File: config.mk
export PLATFORM = sky130hd
export DESIGN_NAME = dma_copy_ctrl
export DESIGN_NICKNAME = d
export VERILOG_FILES = /design/src/rtl/dma_copy_ctrl.sv
export SDC_FILE = /design/constraint.sdc
export NUM_CORES = 1
export LEC_CHECK = 0
export BUFFER_PORTS_ARGS = -buffer_cell sky130_fd_sc_hd__buf_4
export CELL_PAD_IN_SITES_DETAIL_PLACEMENT = 0
export CELL_PAD_IN_SITES_GLOBAL_PLACEMENT = 2
export CORE_ASPECT_RATIO = 1.75
export CORE_MARGIN = 2
export CORE_UTILIZATION = 33
export CTS_CLUSTER_DIAMETER = 80
export DETAILED_ROUTE_END_ITERATION = 10
export PLACE_DENSITY_LB_ADDON = 0.15
export SYNTH_ARGS = -nofsm -noshare
export SYNTH_HDL_FRONTEND = slang
export SYNTH_SLANG_ARGS = --single-unit
File: constraint.sdc
create_clock -name clk -period 4.05 [get_ports clk]
set_input_delay 0 -clock clk [delete_from_list [all_inputs] [get_ports clk]]
set_output_delay 0 -clock clk [all_outputs]
set_load 0.05 [all_outputs]
File: src/rtl/dma_copy_ctrl.sv
// Byte-copy sequencer: streams len bytes from src to dst through a one-cycle-latency memory,
// choosing copy direction so overlapping regions behave like memmove.
module dma_copy_ctrl #(
  parameter int ADDR_W = 32,
  parameter int LEN_W  = 16
) (
  input  logic              clk,
  input  logic              rst,
  input  logic              start,
  input  logic [ADDR_W-1:0] src_addr,
  input  logic [ADDR_W-1:0] dst_addr,
  input  logic [LEN_W-1:0]  len,
  output logic              busy,
  output logic              done,
  output logic              mem_rd_valid,
  output logic [ADDR_W-1:0] mem_rd_addr,
  input  logic [7:0]        mem_rd_data,
  output logic              mem_wr_valid,
  output logic [ADDR_W-1:0] mem_wr_addr,
  output logic [7:0]        mem_wr_data
);

  typedef enum logic [1:0] {S_IDLE, S_RUN, S_DRAIN, S_DONE} state_t;

  state_t            r_state;
  logic              r_desc;
  logic [LEN_W-1:0]  r_remain;
  logic [ADDR_W-1:0] r_dst_nxt;
  logic              r_busy;
  logic              r_done;
  logic              r_rd_valid;
  logic [ADDR_W-1:0] r_rd_addr;
  logic              r_wr_valid;
  logic [ADDR_W-1:0] r_wr_addr;

  logic [ADDR_W:0]   w_src_ext;
  logic [ADDR_W:0]   w_dst_ext;
  logic [ADDR_W:0]   w_src_end;
  logic              w_desc;
  logic [ADDR_W-1:0] w_len_ext;
  logic [ADDR_W-1:0] w_src_first;
  logic [ADDR_W-1:0] w_dst_first;
  logic [ADDR_W-1:0] w_step;

  // Overlap test is done one bit wider so src+len cannot wrap inside the compare.
  assign w_src_ext   = {1'b0, src_addr};
  assign w_dst_ext   = {1'b0, dst_addr};
  assign w_src_end   = w_src_ext + (ADDR_W+1)'(len);
  assign w_desc      = (w_dst_ext > w_src_ext) && (w_dst_ext < w_src_end);
  assign w_len_ext   = ADDR_W'(len);
  assign w_src_first = w_desc ? (src_addr + w_len_ext - ADDR_W'(1)) : src_addr;
  assign w_dst_first = w_desc ? (dst_addr + w_len_ext - ADDR_W'(1)) : dst_addr;
  assign w_step      = r_desc ? {ADDR_W{1'b1}} : ADDR_W'(1);

  always_ff @(posedge clk or posedge rst) begin
    if (rst) begin
      r_state    <= S_IDLE;
      r_desc     <= 1'b0;
      r_remain   <= '0;
      r_dst_nxt  <= '0;
      r_busy     <= 1'b0;
      r_done     <= 1'b0;
      r_rd_valid <= 1'b0;
      r_rd_addr  <= '0;
      r_wr_valid <= 1'b0;
      r_wr_addr  <= '0;
    end else begin
      unique case (r_state)
        S_IDLE: begin
          r_done     <= 1'b0;
          r_wr_valid <= 1'b0;
          if (start) begin
            if (len == '0) begin
              r_done  <= 1'b1;
              r_state <= S_DONE;
            end else begin
              r_desc     <= w_desc;
              r_remain   <= len;
              r_rd_addr  <= w_src_first;
              r_dst_nxt  <= w_dst_first;
              r_rd_valid <= 1'b1;
              r_busy     <= 1'b1;
              r_state    <= S_RUN;
            end
          end
        end
        S_RUN: begin
          // Write side trails the read by one cycle, matching the memory read latency.
          r_wr_valid <= 1'b1;
          r_wr_addr  <= r_dst_nxt;
          r_dst_nxt  <= r_dst_nxt + w_step;
          r_rd_addr  <= r_rd_addr + w_step;
          r_remain   <= r_remain - LEN_W'(1);
          if (r_remain == LEN_W'(1)) begin
            r_rd_valid <= 1'b0;
            r_state    <= S_DRAIN;
          end
        end
        S_DRAIN: begin
          r_wr_valid <= 1'b0;
          r_busy     <= 1'b0;
          r_done     <= 1'b1;
          r_state    <= S_DONE;
        end
        S_DONE: begin
          r_done  <= 1'b0;
          r_state <= S_IDLE;
        end
        default: r_state <= S_IDLE;
      endcase
    end
  end

  assign busy         = r_busy;
  assign done         = r_done;
  assign mem_rd_valid = r_rd_valid;
  assign mem_rd_addr  = r_rd_addr;
  assign mem_wr_valid = r_wr_valid;
  assign mem_wr_addr  = r_wr_addr;
  assign mem_wr_data  = mem_rd_data;

endmodule

==> results.env, run 1 <==
NETLIST_TOP_CELLS_AREA='sky130_fd_sc_hd__ha_1, sky130_fd_sc_hd__dfrtp_1, sky130_fd_sc_hd__a21oi_1, sky130_fd_sc_hd__xnor2_1, sky130_fd_sc_hd__o21ai_0'
CTS_TREE='built'
MAPPEDNETLISTAREA_UM2=15300
SYNTH_INSTANCES=1943
DETAIL_ROUTE.VIAS_PER_CELL=5.41
COMBPWRFRAC_PCT=73.3
MAX_FREQ_MHz=256
SYNTH_SEQUENTIAL_AREA_RATIO_PCT=19.5
DETAIL_ROUTE.WIRELENGTH_UM=58400
CRITICAL_PATH.STARTPOINT_TYPE='primary input'
REPORT.POWER.TOTAL_mW=14.9
POWER_FRAC_SEQ_PCT=16.2
R2R_CELLS=12
TIMING.CRITICAL_PATH.ARRIVAL_NS=4.22
ANTENNA_FOUND_INITIAL=0
INTERNAL_POWER_mW=7.13
DETAILEDROUTE.FIRSTPASSITERATIONCOUNT=4
FINALSETUPVIOLATIONS=0
ENDPOINT='mem_rd_addr[26]'
RR_ENDPOINT='mem_rd_addr[31]'
NUMCTSBUFFERS=17
CLKTRANSATPATHREGS_NS=0.06
POWER_DENSITY_CELLS_nW_PER_UM2=751
GRT_REMAINING_OVERFLOW=0
FINAL_ANTENNA_NET_COUNT=0
NUMCLOCKSINKS=119
SYNTH_NETS=2292
CORE.ROWCOUNT=104
FINAL_HOLD_VIOLATIONS=0
YS_FF_LATCH=119
WORST-PATH-BUF-INV=6
TIMING.HOLD.WORST.CLASS='in2out'
NETSWITCHINGFRACTION_PCT=52.1
ASYNC_FLOP_SHARE_PCT=100
FP.DIEH_UM=289
SYNTHESIS.YOSYS.WARNINGS=0
WORST_EP_REQUIRED_TIME_NS=4.36
INITIAL_STANDARD_CELL_UTILIZATION_OF_THE_CORE_PCT=33.4
DRT_ITER0_MARKERS=765
HPWL_UM=46200
GRT_UTIL_OVERALL_PCT=23.7
CTSROOTBUFFERMASTER='sky130_fd_sc_hd__clkbuf_16'
CRIT_FAMILY='compound AO/OA/AOI/OAI gates'
SYNTH.LIB_CELLS_USED.DISTINCT=72
MAX_CAP_VIOL_COUNT=0
SETUP.WORST_PATH.START='len[14]'
POST_DRT_WL_PER_CELL_UM=20.7
SLOWEST_DELAY_NS=0.52
RELSLEWSLACK_PCT=20.5
INSERTION_DELAY_NS=0.44
CRITICAL_PATH_CLASS='in2reg'
DRC_VIOLATIONS_LEFT=0
FIN_WORST_SKEW_NS=0.00857
IR_WORST_VDD_mV=0.632
DIE_AREA_UM2=48100
VIA_COUNT_OF_THE_FIRST_GLOBAL_ROUTING_PASS=15500
CTSLONGESTPATHBUFFERS=2
SYNTH_AREA_PER_CELL_UM2=7.86
CTSHTREEMAXLEVEL=4
GRT_PASS1_WL_UM=88100
MIN_PERIOD_OVER_PERIOD_PCT=96.5
SHARE_CLK_OF_TOTAL_POWER_PCT=10.5
YOSYS.AREA.TOP_TYPE='sky130_fd_sc_hd__ha_1'
DESIGN.PORTCOUNT=167
IO_BUFFERS=150
FP.COREAREA_UM2=45800
WORST-PATH-MAX-FANOUT=7
ENDPOINT_KIND='flip-flop'
TIMING.CRITICAL_PATH.CELLS='dlygate4sd3_1, buf_4, inv_1, ha_4, inv_1, nor2_1, nor2_2, o22a_2, a21oi_4, nand3_2, xnor2_2, ha_1, a2111oi_2, o21ai_1, nor2_2, nand2_2, o221ai_2, a211o_1, and2_4, buf_6, clkbuf_16, nor2_1, a211oi_2, a211oi_1'
YOSYSMOSTFREQUENTCELL='sky130_fd_sc_hd__ha_1'
FINAL_NETS=2579
POWER_SWITCHING_mW=7.75
ANTENNA-DIODE-COUNT=0
LAYOUT_MIN_CYCLE_TIME_NS=3.91
DIE_WIDTH_UM=167
SYNTH.TOP_CELLS.BY_COUNT='sky130_fd_sc_hd__ha_1, sky130_fd_sc_hd__a21oi_1, sky130_fd_sc_hd__inv_1'
SYNTH_ENABLE_FLOP_CELLS=0
GP_CONGESTION=0.916
SYNTH_TOP_AREA_SHARE_PCT=20.7
UNREPAIRED_SETUP_ENDPOINTS_AFTER_GLOBAL_ROUTING='yes'
OUTCOME='completed'
POST_ROUTE_CELLS_DRIVE_ABOVE_1_SHARE_PCT=22.4
LEAKAGEPOWER_nW=9.20
ORIGIN_OF_THE_CRITICAL_FLOP_TO_FLOP_PATH='r_desc'
GRT_MAX_DEGREE=97
RRSETUPSLACK_NS=0.17
REPORT.FINAL.SLEW_VIOL_COUNT=0
DETAILROUTE.VIA_COUNT=15300
SYNTHTOLAYOUTAREAGROWTH_PCT=29.7
WORST-PATH-STAGES=24
WORST_SLEW_PIN_SLEW_NS=1.19
WORST_HOLD_SLACK_NS=0.0000852
CRIT_PATH_TOP_DELAY_CELL='sky130_fd_sc_hd__dlygate4sd3_1'
SYNTHFLOPTYPE='sky130_fd_sc_hd__dfrtp_1'
## per-layer routing
| metal | share of wire [%] | GRT usage, % |
|---|---|---|
| met2 | 52 | 43.9 |
| met1 | 42 | 28.2 |
| met3 | 2.6 | 1.95 |
| met4 | 3.5 | 8.97 |
| met5 | 0 | 0 |
## cells in the final DEF, fill, tap and decap left out, types with 10 or more instances in the layout
| cell | count |
|---|---|
| sky130_fd_sc_hd__nor4_1 | 11 |
| sky130_fd_sc_hd__a31oi_1 | 26 |
| sky130_fd_sc_hd__dfrtp_1 | 118 |
| sky130_fd_sc_hd__mux2i_1 | 14 |
| sky130_fd_sc_hd__a21oi_1 | 173 |
| sky130_fd_sc_hd__buf_4 | 288 |
| sky130_fd_sc_hd__o21ai_0 | 95 |
| sky130_fd_sc_hd__o21a_1 | 30 |
| sky130_fd_sc_hd__a21o_1 | 58 |
| sky130_fd_sc_hd__dlygate4sd3_1 | 14 |
| sky130_fd_sc_hd__o211ai_1 | 26 |
| sky130_fd_sc_hd__mux2_2 | 34 |
| sky130_fd_sc_hd__nor2b_1 | 18 |
| sky130_fd_sc_hd__o21ai_2 | 10 |
| sky130_fd_sc_hd__and2_1 | 10 |
| sky130_fd_sc_hd__clkbuf_16 | 22 |
| sky130_fd_sc_hd__o31ai_1 | 10 |
| sky130_fd_sc_hd__inv_1 | 172 |
| sky130_fd_sc_hd__nand3_1 | 52 |
| sky130_fd_sc_hd__ha_4 | 12 |
| sky130_fd_sc_hd__nand4_1 | 24 |
| sky130_fd_sc_hd__o22ai_1 | 20 |
| sky130_fd_sc_hd__and3_1 | 17 |
| sky130_fd_sc_hd__xnor2_1 | 90 |
| sky130_fd_sc_hd__ha_1 | 239 |
| sky130_fd_sc_hd__buf_6 | 15 |
| sky130_fd_sc_hd__o21ai_1 | 39 |
| sky130_fd_sc_hd__nor2_1 | 129 |
| sky130_fd_sc_hd__nand2b_1 | 15 |
| sky130_fd_sc_hd__a211oi_1 | 30 |
| sky130_fd_sc_hd__nand2_1 | 139 |
| sky130_fd_sc_hd__o21bai_1 | 17 |
| sky130_fd_sc_hd__or3_1 | 12 |
| sky130_fd_sc_hd__xor2_1 | 34 |
| sky130_fd_sc_hd__a21oi_2 | 14 |
| sky130_fd_sc_hd__nor3_1 | 26 |
## registers in the layout (all words and copies together) (netlist names)
register,flops
mem_rd_addr,32
mem_wr_valid,1
r_state,2
r_remain,16
r_dst_nxt,32
mem_wr_addr,32
busy,1
mem_rd_valid,1
done,1
r_desc,1
## stage by stage
step                      setup TNS, ns  area [um^2]  cells  utilization (%)  setup WS (ns)
after floorplan                       0        15300   1943                -         0.0104
after global placement           -38.12        18100   2755             39.4         -0.766
after detailed placement         -40.75        18100   2755             39.4         -0.823
after CTS                             0        19200   2813             42.0        0.00738
after global routing             -0.452        19800   2825             43.2        -0.0673
final                                 0        19800   2825             43.2          0.141
## logic make-up (layout without fill, tap and decap cells)
logic type,count (synthesis),in the layout,synth area share [%]
buffers and inverters,254,553,6.55
DFF,119,119,19.5
muxes,55,55,3.90
AOI/OAI and AO/OA,640,640,26.5
and+or+nand+nor,492,492,15.0
adders and majority gates,258,258,21.4
xor gates and xnor gates,125,125,7.17
## cell type report
class / count / area, um^2
Multi-Input combinational cell: 1570 / 11900
Clock buffer: 23 / 498
Fill cell: 4686 / 26000
Sequential cell: 119 / 2980
Inverter: 184 / 706
Clock inverter: 8 / 95.1
Tap cell: 583 / 729
Timing Repair Buffer: 338 / 2930
## power groups by stage
stage          clock network [mW]  registers [mW]  logic, mW
3_5_place_dp                    0            2.43       10.5
5_1_grt                      1.64            2.50       11.9
6_report                     1.56            2.41       10.9
4_1_cts                      1.61            2.42       10.7
3_3_place_gp                    0            2.43       10.4
2_1_floorplan                   0            3.38       6.35
## repair_timing
item                                   in CTS  in global routing
pin swaps                                  37                 43
endpoints found under the hold margin      71                  0
hold buffers                               14                  0
gates cloned                                4                  5
setup endpoints to repair                  65                 65
buffers inserted                           10                  7
gates resized for setup                    70                130
## worst min path at each step
stage               slack [ns]        endpoint           start  cells after the start
finish                 0.00009  mem_wr_data[0]  mem_rd_data[0]                      0
global route           0.00009  mem_wr_data[5]  mem_rd_data[5]                      0
CTS                     0.0003  mem_wr_data[0]  mem_rd_data[0]                      0
detailed placement      0.0003  mem_wr_data[0]  mem_rd_data[0]                      0
global placement        0.0003  mem_wr_data[0]  mem_rd_data[0]                      0
floorplan                 0.14   r_dst_nxt[26]    dst_addr[26]                      2
No activity file was read; power rests on OpenSTA's default activity.
==> run 2: changes to the inputs <==
CORE_UTILIZATION = 39   (was 33)
clock period = 4.6 ns   (was 4.05 ns; I/O delays follow)
==> results.env, run 2 (synthesis results as in run 1) <==
MAX_FREQ_MHz=229
ANTENNA_FOUND_INITIAL=0  # unchanged
NUMCTSBUFFERS=17  # unchanged
WORST-PATH-MAX-FANOUT=21  # +14
FINAL_CELL_MIX='sky130_fd_sc_hd__buf_4, sky130_fd_sc_hd__ha_1, sky130_fd_sc_hd__a21oi_1, sky130_fd_sc_hd__inv_1, sky130_fd_sc_hd__nand2_1'
CLKTRANSATPATHREGS_NS=0.06  # about the same
CRITICAL_PATH.STARTPOINT_TYPE='primary input'
INSERTION_DELAY_NS=0.44  # about the same
IR_WORST_VDD_mV=0.319  # -50%
WORST_EP_REQUIRED_TIME_NS=4.93  # +0.57 ns
FINALSETUPVIOLATIONS=0  # unchanged
FP.DIEH_UM=266  # -7.9%
DETAILROUTE.VIA_COUNT=15200  # -0.86%
FINAL_HOLD_VIOLATIONS=0  # unchanged
POWER_FRAC_SEQ_PCT=16.7  # +0.5 points
POSTCTSSETUPBUFFERS=0  # -10
RRSETUPSLACK_NS=0.67  # +0.50 ns
GRT_REMAINING_OVERFLOW=0  # unchanged
CTS_TREE='built'
SYNTHTOLAYOUTAREAGROWTH_PCT=21.0
SHARE_CLK_OF_TOTAL_POWER_PCT=11.6  # +1.1 points
GRT_MAX_DEGREE=97  # unchanged
HPWL_UM=44000  # -4.6%
POST_DRT_WL_PER_CELL_UM=20.2  # -2.2%
DIE_AREA_UM2=40800  # -15%
DRT_ITER0_MARKERS=658  # -14%
GP_CONGESTION=0.925  # +0.94%
POWER_SWITCHING_mW=6.62  # -15%
INITIAL_STANDARD_CELL_UTILIZATION_OF_THE_CORE_PCT=39.7  # +6.3 points
LEAKAGEPOWER_nW=8.76  # -4.8%
LAYOUT_MIN_CYCLE_TIME_NS=4.36
WORST_HOLD_STARTPOINT='mem_rd_data[2]'
WORST_SLACK_NS=0.241  # +0.0996 ns
OUTCOME='completed'
CTSROOTBUFFERMASTER='sky130_fd_sc_hd__clkbuf_16'
PRECTSSETUPSLACK_NS=-0.390  # +0.433 ns
DETAIL_ROUTE.VIAS_PER_CELL=5.68  # +4.9%
WHS_ENDPOINT='mem_wr_data[2]'
IO_BUFFERS=150  # unchanged
DETAIL_ROUTE.WIRELENGTH_UM=54000  # -7.6%
GRT_UTIL_OVERALL_PCT=26.1  # +2.5 points
INTERNAL_POWER_mW=6.06  # -15%
GRT_PASS1_WL_UM=83800  # -4.9%
R2R_CELLS=12  # unchanged
FINAL_ANTENNA_NET_COUNT=0  # unchanged
DETAILEDROUTE.FIRSTPASSITERATIONCOUNT=5  # +1
POST_ROUTE_CELLS_DRIVE_ABOVE_1_SHARE_PCT=16.5  # -5.9 points
MAX_CAP_VIOL_COUNT=0  # unchanged
WORST_HOLD_SLACK_NS=0.0000220  # -0.0000633 ns
POWER_DENSITY_CELLS_nW_PER_UM2=686  # -8.7%
CORE.ROWCOUNT=95  # -8.7%
FIN_WORST_SKEW_NS=0.0101  # +0.00156 ns
MIN_PERIOD_OVER_PERIOD_PCT=94.8
CTSHTREEMAXLEVEL=4  # unchanged
DIE_WIDTH_UM=154  # -7.8%
NUMCLOCKSINKS=119  # unchanged
NETSWITCHINGFRACTION_PCT=52.2  # +0.13 points
WORST_SLEW_PIN_SLEW_NS=1.08  # -0.106 ns
POST_LAYOUT_NONFILLER_INSTANCES=2669  # -5.5%
DESIGN.PORTCOUNT=167  # unchanged
CTSLONGESTPATHBUFFERS=2  # unchanged
CRITICAL_PATH_CLASS='in2reg'
TIMING.HOLD.WORST.CLASS='in2out'
TIMING.CRITICAL_PATH.ARRIVAL_NS=4.69  # +0.47 ns
FP.COREAREA_UM2=38500  # -16%
FINAL_NETS=2521  # -2.2%
RELSLEWSLACK_PCT=27.9  # +7.3 points
PLACED_CELLS=2623  # -4.8%
HOLD-PATH-CELL-COUNT=0  # unchanged
UNREPAIRED_SETUP_ENDPOINTS_AFTER_GLOBAL_ROUTING='no'
MOSTFREQUENTLAYOUTCELL='sky130_fd_sc_hd__buf_4'
DRC_VIOLATIONS_LEFT=0  # unchanged
COMBPWRFRAC_PCT=71.7  # -1.6 points
ENDPOINT_KIND='flip-flop'
ANTENNA-DIODE-COUNT=0  # unchanged
RR_ENDPOINT='r_dst_nxt[29]'
ORIGIN_OF_THE_CRITICAL_FLOP_TO_FLOP_PATH='r_desc'
REPORT.FINAL.SLEW_VIOL_COUNT=0  # unchanged
VIA_COUNT_OF_THE_FIRST_GLOBAL_ROUTING_PASS=15200  # -1.8%
## run 2: routing by layer
layer | up-vias | global-route usage (%) | part of all wire, %
met5 | - | 0 | 0
met3 | 89 | 2.23 | 3.2
met4 | 0 | 11.7 | 4.3
met1 | 7224 | 31.5 | 42
met2 | 362 | 47.0 | 50
li1 | 7491 | - | -
## run 2: cell type report
| type | count | area (um^2) |
|---|---|---|
| clock buffers | 18 | 439 |
| clock inverters | 13 | 196 |
| fillers | 3883 | 20000 |
| inverters | 184 | 693 |
| multi-input cells | 1570 | 11400 |
| flip-flops and latches | 119 | 2980 |
| well taps | 485 | 607 |
| repair buffers | 280 | 2190 |
## run 2: power by group through the flow
stage	clock network [mW]	registers (mW)	logic, mW
after detailed placement	0	2.13	8.99
after global placement	0	2.12	8.96
after CTS	1.51	2.11	9.07
after global routing	1.54	2.18	9.97
after floorplan	0	2.98	5.59
final	1.47	2.11	9.09
## run 2: repair_timing
item,in CTS,in global routing
endpoints found under the setup margin,0,65
hold buffers,15,0
gates resized for setup,0,14
hold endpoints to repair,93,0
## run 2: how the worst max path moves through the flow
stage	startpoint	end	depth (start not counted)
5_1_grt	src_addr[1]	r_dst_nxt[9]	26
4_1_cts	src_addr[1]	r_dst_nxt[27]	27
3_5_place_dp	src_addr[1]	r_dst_nxt[27]	27
6_report	len[11]	r_dst_nxt[21]	25
2_1_floorplan	r_desc	mem_rd_addr[30]	11
3_3_place_gp	src_addr[1]	mem_rd_addr[6]	26
## run 2: stage by stage
stage                     TNS (ns)  total power, mW  cell area, um^2  util, %
final                            0             12.7            18500     48.0
after global routing             0             13.7            18500     48.0
after CTS                        0             12.7            18400     47.9
after detailed placement    -14.09             11.1            17700     45.9
after global placement       -6.91             11.1            17700     45.9
after floorplan                  0             8.57            15300        -
## run 2: worst max-delay path, stage by stage
cell and delay (ns):
sky130_fd_sc_hd__buf_4 0.11, sky130_fd_sc_hd__dlygate4sd3_1 0.55, sky130_fd_sc_hd__buf_4 0.16, sky130_fd_sc_hd__ha_1 0.21, sky130_fd_sc_hd__a21oi_1 0.13, sky130_fd_sc_hd__o31a_1 0.18, sky130_fd_sc_hd__o211ai_2 0.17, sky130_fd_sc_hd__a21o_1 0.22
sky130_fd_sc_hd__a21oi_1 0.16, sky130_fd_sc_hd__xnor2_1 0.09, sky130_fd_sc_hd__ha_1 0.29, sky130_fd_sc_hd__nand4_1 0.09, sky130_fd_sc_hd__buf_4 0.16, sky130_fd_sc_hd__nor2_1 0.14, sky130_fd_sc_hd__o211ai_1 0.11, sky130_fd_sc_hd__o221ai_1 0.17
sky130_fd_sc_hd__buf_4 0.20, sky130_fd_sc_hd__o221ai_1 0.15, sky130_fd_sc_hd__a211o_1 0.29, sky130_fd_sc_hd__and2_4 0.21, sky130_fd_sc_hd__buf_12 0.16, sky130_fd_sc_hd__buf_4 0.16, sky130_fd_sc_hd__a21oi_1 0.27, sky130_fd_sc_hd__o211ai_1 0.13
sky130_fd_sc_hd__o21a_1 0.17
